**src/rtl/sargantana_icache_ifill_ctrl.sv**
```systemverilog
// I-cache line-fill controller: one miss at a time, line-aligned fill request,
// beat assembly into a line buffer, single-cycle way write unless killed or snooped.
//   state   | meaning
//   S_IDLE  | ready for a miss
//   S_REQ   | fill request held until the fabric acks
//   S_WAIT  | collecting response beats into the line buffer
//   S_DRAIN | discarding remaining beats after a kill
//   S_WRITE | one-cycle line write (suppressed when poisoned)
module sargantana_icache_ifill_ctrl #(
  parameter int LINE_WIDTH   = 256,
  parameter int BEAT_WIDTH   = 64,
  parameter int N_WAY        = 4,
  parameter int PADDR_SIZE   = 40,
  parameter int OFFSET_WIDTH = 5,
  parameter int IDX_WIDTH    = 7,
  parameter int TAG_WIDTH    = 28,
  localparam int NBEATS = LINE_WIDTH / BEAT_WIDTH,
  localparam int WAY_W  = (N_WAY > 1) ? $clog2(N_WAY) : 1,
  localparam int BIDX_W = (NBEATS > 1) ? $clog2(NBEATS) : 1
) (
  input  logic                    clk_i,
  input  logic                    rst_i,
  input  logic                    miss_valid_i,
  output logic                    miss_ready_o,
  input  logic [PADDR_SIZE-1:0]   miss_paddr_i,
  input  logic [WAY_W-1:0]        miss_way_i,
  input  logic                    kill_i,
  output logic                    ifill_req_valid_o,
  output logic [WAY_W-1:0]        ifill_req_way_o,
  output logic [PADDR_SIZE-1:0]   ifill_req_paddr_o,
  input  logic                    ifill_ack_i,
  input  logic                    ifill_resp_valid_i,
  input  logic [BIDX_W-1:0]       ifill_resp_beat_i,
  input  logic [BEAT_WIDTH-1:0]   ifill_resp_data_i,
  input  logic                    inv_valid_i,
  input  logic [11:0]             inv_paddr_i,
  output logic                    line_we_o,
  output logic [WAY_W-1:0]        line_way_o,
  output logic [IDX_WIDTH-1:0]    line_idx_o,
  output logic [TAG_WIDTH-1:0]    line_tag_o,
  output logic [LINE_WIDTH-1:0]   line_data_o,
  output logic                    busy_o,
  output logic [15:0]             fill_cnt_o
);

  localparam int CNT_W   = $clog2(NBEATS) + 1;
  localparam int LADDR_W = PADDR_SIZE - OFFSET_WIDTH;

  typedef enum logic [2:0] {S_IDLE, S_REQ, S_WAIT, S_DRAIN, S_WRITE} state_e;

  state_e                 state_q, state_d;
  logic [LADDR_W-1:0]     laddr_q, laddr_d;
  logic [WAY_W-1:0]       way_q, way_d;
  logic [LINE_WIDTH-1:0]  line_q, line_d;
  logic [CNT_W-1:0]       cnt_q, cnt_d;
  logic                   poison_q, poison_d;
  logic [15:0]            fill_cnt_q, fill_cnt_d;
  logic [BIDX_W-1:0]      beat_idx;
  logic                   last_beat;
  logic                   inv_hit;
  logic                   unused_offsets;

  assign unused_offsets = ^{miss_paddr_i[OFFSET_WIDTH-1:0], inv_paddr_i[OFFSET_WIDTH-1:0]};

  // With a single beat the index input carries no information.
  assign beat_idx  = (NBEATS > 1) ? ifill_resp_beat_i : '0;
  assign last_beat = ifill_resp_valid_i && (cnt_q == CNT_W'(NBEATS - 1));
  assign inv_hit   = inv_valid_i && (inv_paddr_i[11:OFFSET_WIDTH] == laddr_q[IDX_WIDTH-1:0]);

  always_ff @(posedge clk_i) begin
    if (rst_i) begin
      state_q    <= S_IDLE;
      laddr_q    <= '0;
      way_q      <= '0;
      line_q     <= '0;
      cnt_q      <= '0;
      poison_q   <= 1'b0;
      fill_cnt_q <= '0;
    end else begin
      state_q    <= state_d;
      laddr_q    <= laddr_d;
      way_q      <= way_d;
      line_q     <= line_d;
      cnt_q      <= cnt_d;
      poison_q   <= poison_d;
      fill_cnt_q <= fill_cnt_d;
    end
  end

  always_comb begin
    state_d    = state_q;
    laddr_d    = laddr_q;
    way_d      = way_q;
    line_d     = line_q;
    cnt_d      = cnt_q;
    poison_d   = poison_q;
    fill_cnt_d = fill_cnt_q;
    line_we_o  = 1'b0;

    // A snoop in WRITE is ordered after the write by the cache, so it is not sampled there.
    if ((state_q == S_REQ || state_q == S_WAIT || state_q == S_DRAIN) && inv_hit) begin
      poison_d = 1'b1;
    end

    unique case (state_q)
      S_IDLE: begin
        if (miss_valid_i) begin
          laddr_d  = miss_paddr_i[PADDR_SIZE-1:OFFSET_WIDTH];
          way_d    = miss_way_i;
          poison_d = 1'b0;
          cnt_d    = '0;
          state_d  = S_REQ;
        end
      end
      S_REQ: begin
        if (ifill_ack_i) begin
          state_d = kill_i ? S_DRAIN : S_WAIT;
        end else if (kill_i) begin
          state_d = S_IDLE;
        end
      end
      S_WAIT: begin
        if (ifill_resp_valid_i) begin
          line_d[beat_idx*BEAT_WIDTH +: BEAT_WIDTH] = ifill_resp_data_i;
          cnt_d = cnt_q + CNT_W'(1);
        end
        if (kill_i) begin
          state_d = last_beat ? S_IDLE : S_DRAIN;
        end else if (last_beat) begin
          state_d = S_WRITE;
        end
      end
      S_DRAIN: begin
        if (ifill_resp_valid_i) begin
          cnt_d = cnt_q + CNT_W'(1);
        end
        if (last_beat) begin
          state_d = S_IDLE;
        end
      end
      S_WRITE: begin
        line_we_o = !poison_q;
        if (!poison_q && fill_cnt_q != 16'hFFFF) begin
          fill_cnt_d = fill_cnt_q + 16'd1;
        end
        state_d = S_IDLE;
      end
      default: state_d = S_IDLE;
    endcase
  end

  assign miss_ready_o      = (state_q == S_IDLE);
  assign busy_o            = (state_q != S_IDLE);
  assign ifill_req_valid_o = (state_q == S_REQ);
  assign ifill_req_way_o   = way_q;
  assign ifill_req_paddr_o = {laddr_q, {OFFSET_WIDTH{1'b0}}};
  assign line_way_o        = way_q;
  assign line_idx_o        = laddr_q[IDX_WIDTH-1:0];
  assign line_tag_o        = laddr_q[LADDR_W-1:IDX_WIDTH];
  assign line_data_o       = line_q;
  assign fill_cnt_o        = fill_cnt_q;

endmodule

```
**config.mk**
```make
export PLATFORM = sky130hd
export DESIGN_NAME = sargantana_icache_ifill_ctrl
export DESIGN_NICKNAME = d
export VERILOG_FILES = /design/src/rtl/sargantana_icache_ifill_ctrl.sv
export SDC_FILE = /design/constraint.sdc
export NUM_CORES = 1
export LEC_CHECK = 0
export BUFFER_PORTS_ARGS = -buffer_cell sky130_fd_sc_hd__buf_2
export CAP_MARGIN = 20
export CORE_AREA = 2 2 188 190
export CTS_CLUSTER_SIZE = 28
export DETAILED_ROUTE_END_ITERATION = 6
export DIE_AREA = 0 0 190 192
export PLACE_DENSITY = 0.68
export SLEW_MARGIN = 10
export SYNTH_ARGS = -nofsm -noshare
export SYNTH_HDL_FRONTEND = slang
export SYNTH_SLANG_ARGS = --single-unit
```
**constraint.sdc**
```tcl
create_clock -name clk_i -period 6.3 [get_ports clk_i]
set_input_delay 1.89 -clock clk_i [delete_from_list [all_inputs] [get_ports clk_i]]
set_output_delay 1.89 -clock clk_i [all_outputs]
set_load 0.1 [all_outputs]
```
**After elaboration in Yosys (flattened, before gate mapping)**

Cells that the tools add are included.

- Muxes and demuxes: 17
- Reductions and logical operators: 16
- Equality and inequality tests: 12
- Shift-type cells: 2
- Add/sub/neg operators: 3

Operators by type and width:

| operator | count |
|---|---|
| $bwmux 256 | 1 |
| $shift 64x34->256 const A | 1 |
| $shiftx 64x34->256 | 1 |
| $neg 8->34 | 1 |
| $mux 3 | 8 |
| $add 16x1->16 const B | 1 |
| $ne 16x16->1 const B | 1 |
| $pmux 3 s4 | 1 |
| $eq 3x2->1 const B | 3 |
| $eq 7x7->1 | 1 |
| $pmux 3 s2 | 1 |
| $reduce_and 2->1 | 3 |
| $mux 1 | 5 |
| $logic_and 1x1->1 | 4 |
| $ne 2x2->1 const B | 2 |
| $reduce_and 4->1 | 1 |
| $add 3x1->3 const B | 1 |
| $eq 3x1->1 const B | 1 |
| $eq 3x3->1 const B | 1 |
| $logic_not 3->1 | 1 |
| $ne 3x2->1 const B | 1 |
| $ne 3x3->1 const B | 1 |
| $reduce_and 3->1 | 1 |
| $reduce_bool 3->1 | 1 |
| other kinds (6) | 7 |

- Bits in registers: 316
- Output and inout bits: 355
- Word-level logic and storage cells: 57

**Longest topological paths before layout**

- Word-level depth: 7
- Depth in mapped cells: 8
- Gate-level depth less buffers: 5

**Least setup slack after synthesis**

OpenSTA, ideal clock, no wires.

- Path type: flip-flop to output port
- Start: register state_q[2]
- End: output busy_o
- Path buffers: 1
- Path slack: 452 ps
- Data arrival time: 3958 ps
- Stages on the path, launching flop included: 4
- Path through: dfxtp_1 -> clkbuf_1 -> nor3_1 -> inv_1

- Word-level cells in the longest chain between the ends: 1

RTL lines:

| element | line | text |
|---|---|---|
| start: declaration | 51 | `state_e state_q, state_d;` |
| start signal: assignment | 80 | `state_q <= state_d;` |
| $reduce_bool 3->1 | 153 | `assign busy_o = (state_q != S_IDLE);` |
| end: declaration | 42 | `output logic busy_o,` |

No other way between the ends.

**Worst setup path in the final report**

- Start: register state_q[2]
- End: output line_we_o

- Word-level cells in the longest chain between the ends: 2

RTL lines:

| element | line | text |
|---|---|---|
| $eq 3x3->1 | 105 | `unique case (state_q)` |
| $mux 1 | 105 |  |
| end: declaration | 37 | `output logic line_we_o,` |

No other way between the ends.

==> flow_summary.toml <==
[floorplanning]
die_w_um = 190
chipHeight_um = 192
core_area_sq_um = 34290
rows = 68
die_area_sq_um = 36480
floorplan.initialDensity = 0.3516
io_pins = 482

[routing]
dr.max_layer_used = "met5"
postRouteAntennaNets = 0
viasPerCell = 5.256
routed_wirelength_um = 44650
initialDrtViolationCount = 836
dr_wl_met2_um = 21800
drcViolationCount = 0
vias = 12310
drt_first_pass_iters = 5
post_drt_wl_per_cell_um = 19.06
routedLengthMet1_um = 17480
met3_length_um = 3929

[worst_setup_path]
path_class = "register to output port"
crit_start = "state_q[2]$_SDFFE_PP0P_"
reg2reg_depth = 6
r2r-start = "state_q[1]$_SDFFE_PP0P_"
crit_path_end = "line_we_o"
max_stage_delay_ps = 570
worst_path_max_delay_cell = "or4b_4"
cp.required_ps = 4410
critPathCaptureType = "output port"
critPathArrivalTime_ps = 2150
crit_chain = "or4b_4 > inv_2 > buf_2"
r2r_slack_ps = 3360
cpLargestDelayFamily = "simple AND/OR/NAND/NOR gates"
path_depth = 3
critPathLaunchType = "register"
crit_buf_inv = 2
critPathMaxFanout = 11
worstReg2RegEnd = "line_data_o[237]$_SDFFE_PP0P_"

[sta]
fmax_mhz = 247.5
setup_violations = 0
fin_crit_sh = 0.6413
finalClockSkew_ps = 18.30
fin_setup_tns_ps = 0
slew_viol_final = 0
worst_pin_slew_ps = 1036
grt_setup_unrepaired = "no"
hold_ws_ps = 445.8
maxSlewHeadroom = 0.3093
post-route-min-period_ps = 4040
hold_viol_final = 0

[power_and_ir_drop]
power.leakage_nw = 6.495
cellPowerDensity_nw_per_um2 = 300.5
ir_worst_vdd_mv = 0.2082

[logic_synthesis]
syn_area_sq_um = 12060
seq_area_frac_synth = 0.5248
synth_edf_count = 0
ys_ff_latch = 316
avgSynthCellArea_sq_um = 8.010
synth.distinct_cells = 42
synth-async-reset-ratio = 0
yosys_warnings = 0
synth_commonest_cells = "nand2_1 (340), dfxtp_1 (316), a21oi_1 (306)"
synth_most_common_cell = "nand2_1"
netlist_top_cells_area = "dfxtp_1 (52%), a21oi_1 (13%), nand3_1 (11%)"
syn_inst = 1505
synth_area_leader_cell = "dfxtp_1"
synthFlopType = "dfxtp_1"
synth.top_cell.area_share = 0.5248

[hold_path]
hold_path_depth = 2
hold_class = "register to register"
hp-start = "line_data_o[146]$_SDFFE_PP0P_"

[clocking]
cts-htree-levels = 2
holdBufCountCts = 0
postCtsSetupBuffers = 0
clk_pin_slew_ps = 60
cts_made_buffers = 34
cts_tree = "yes"
clockRootBuffer = "clkbuf_16"
post_cts_resized = 0
cts_sinks = 316
cts_buffer_depth = 3
clock_latency_ps = 510

[global_route]
grt_max_degree = 165
grt_pass1_wl_um = 65870
grtUsageTotal = 0.2305
grt_overflow = 0
grt_pass1_vias = 11350
antenna_found_initial = 4

[placed_design]
gp_congestion = 0.9031
io_buffers = 466
dpl.hpwl_um = 30290

[finish]
layout.nets = 1999
area_growth_syn_to_layout_pct = 28.06
layout-drive-gt1-share = 0.2967

[status]
run_status = "finished, final reports clean"

[run]
drv_cap = 0
==> metal layers <==
metal  vias to the layer above  track usage
li1                       5786            -
met3                        79      0.05372
met1                      5819       0.2777
met4                         2      0.09511
met5                         -            0
met2                       623       0.3951
==> per-stage QoR <==
stage	setup WS [ps]	std cells	instance area, sq um	power, W	util
after CTS	2270	2338	15430	0.004681	0.4499
after floorplan	451.6	1509	12070	0.002606	-
final	2260	2342	15440	0.004640	0.4503
after global placement	1993	2282	14350	0.002745	0.4185
after global routing	2218	2342	15440	0.004793	0.4503
after detailed placement	1970	2282	14350	0.002749	0.4185
==> area by class of cell <==
class	count	area [sq um]
multi-input combinational	1015	4912
tap	455	569.3
sequential	316	6326
clock buffer	50	1042
fill	3388	18850
inverter	10	37.54
timing repair buffer	487	2510
antenna	3	7.507
clock inverter	6	33.78
==> kinds of logic (layout without fill, tap and decap cells) <==
| group | Yosys count | count (layout) | share of synthesized area |
|---|---|---|---|
| flip-flops | 316 | 316 | 0.5248 |
| AND/OR/NAND/NOR | 662 | 662 | 0.2453 |
| XOR/XNOR | 9 | 9 | 0.006539 |
| other | 1 | 8 | 0.0003111 |
| adder cells (fa/ha/maj) | 8 | 8 | 0.008303 |
| multiplexers | 4 | 4 | 0.003425 |
| buffers and inverters | 178 | 553 | 0.07244 |
| AO/OA/AOI/OAI | 327 | 327 | 0.1390 |
==> power breakdown <==
part           switching [W]  total (W)  leakage [nW]  internal [W]
Clock               0.000793    0.00193         0.539       0.00114
Combinational       0.000560   0.000657          3.41     0.0000965
Sequential         0.0000268    0.00205          2.55       0.00202
==> worst min-delay path: cells and delay by family (launching register included) <==
kind	cells	cell delay [ps]
and+or+nand+nor	1	50
DFF	1	300
AOI/OAI and AO/OA	1	50
==> how the worst min path moves through the flow <==
stage / end / slack (ps)
finish: line_data_o[146]$_SDFFE_PP0P_ / 450
detailed placement: line_data_o[113]$_SDFFE_PP0P_ / 440
CTS: line_data_o[21]$_SDFFE_PP0P_ / 450
global route: line_data_o[175]$_SDFFE_PP0P_ / 460
floorplan: cnt_q[0]$_SDFFE_PP0P_ / 460
global placement: line_data_o[9]$_SDFFE_PP0P_ / 440
==> cell usage in the layout, fill, tap and decap left out, types with 4 or more instances in the layout <==
master / n
a21oi_1: 306
and2_2: 4
buf_2: 466
buf_4: 19
clkbuf_1: 4
clkbuf_16: 35
clkbuf_8: 11
clkinv_2: 5
conb_1: 5
dfxtp_1: 316
ha_1: 8
inv_1: 9
nand2_1: 336
nand2_2: 4
nand3_1: 262
nand4_1: 5
nor2_1: 14
nor3_1: 7
o21ai_0: 10
or3_1: 8
xor2_1: 6
==> state kept, by name, summed over array words and instances (netlist names) <==
register / cells
line_data_o: 256
ifill_req_way_o: 2
poison_q: 1
laddr_q: 35
fill_cnt_o: 16
state_q: 3
cnt_q: 3
No activity file was read; power rests on OpenSTA's default activity.
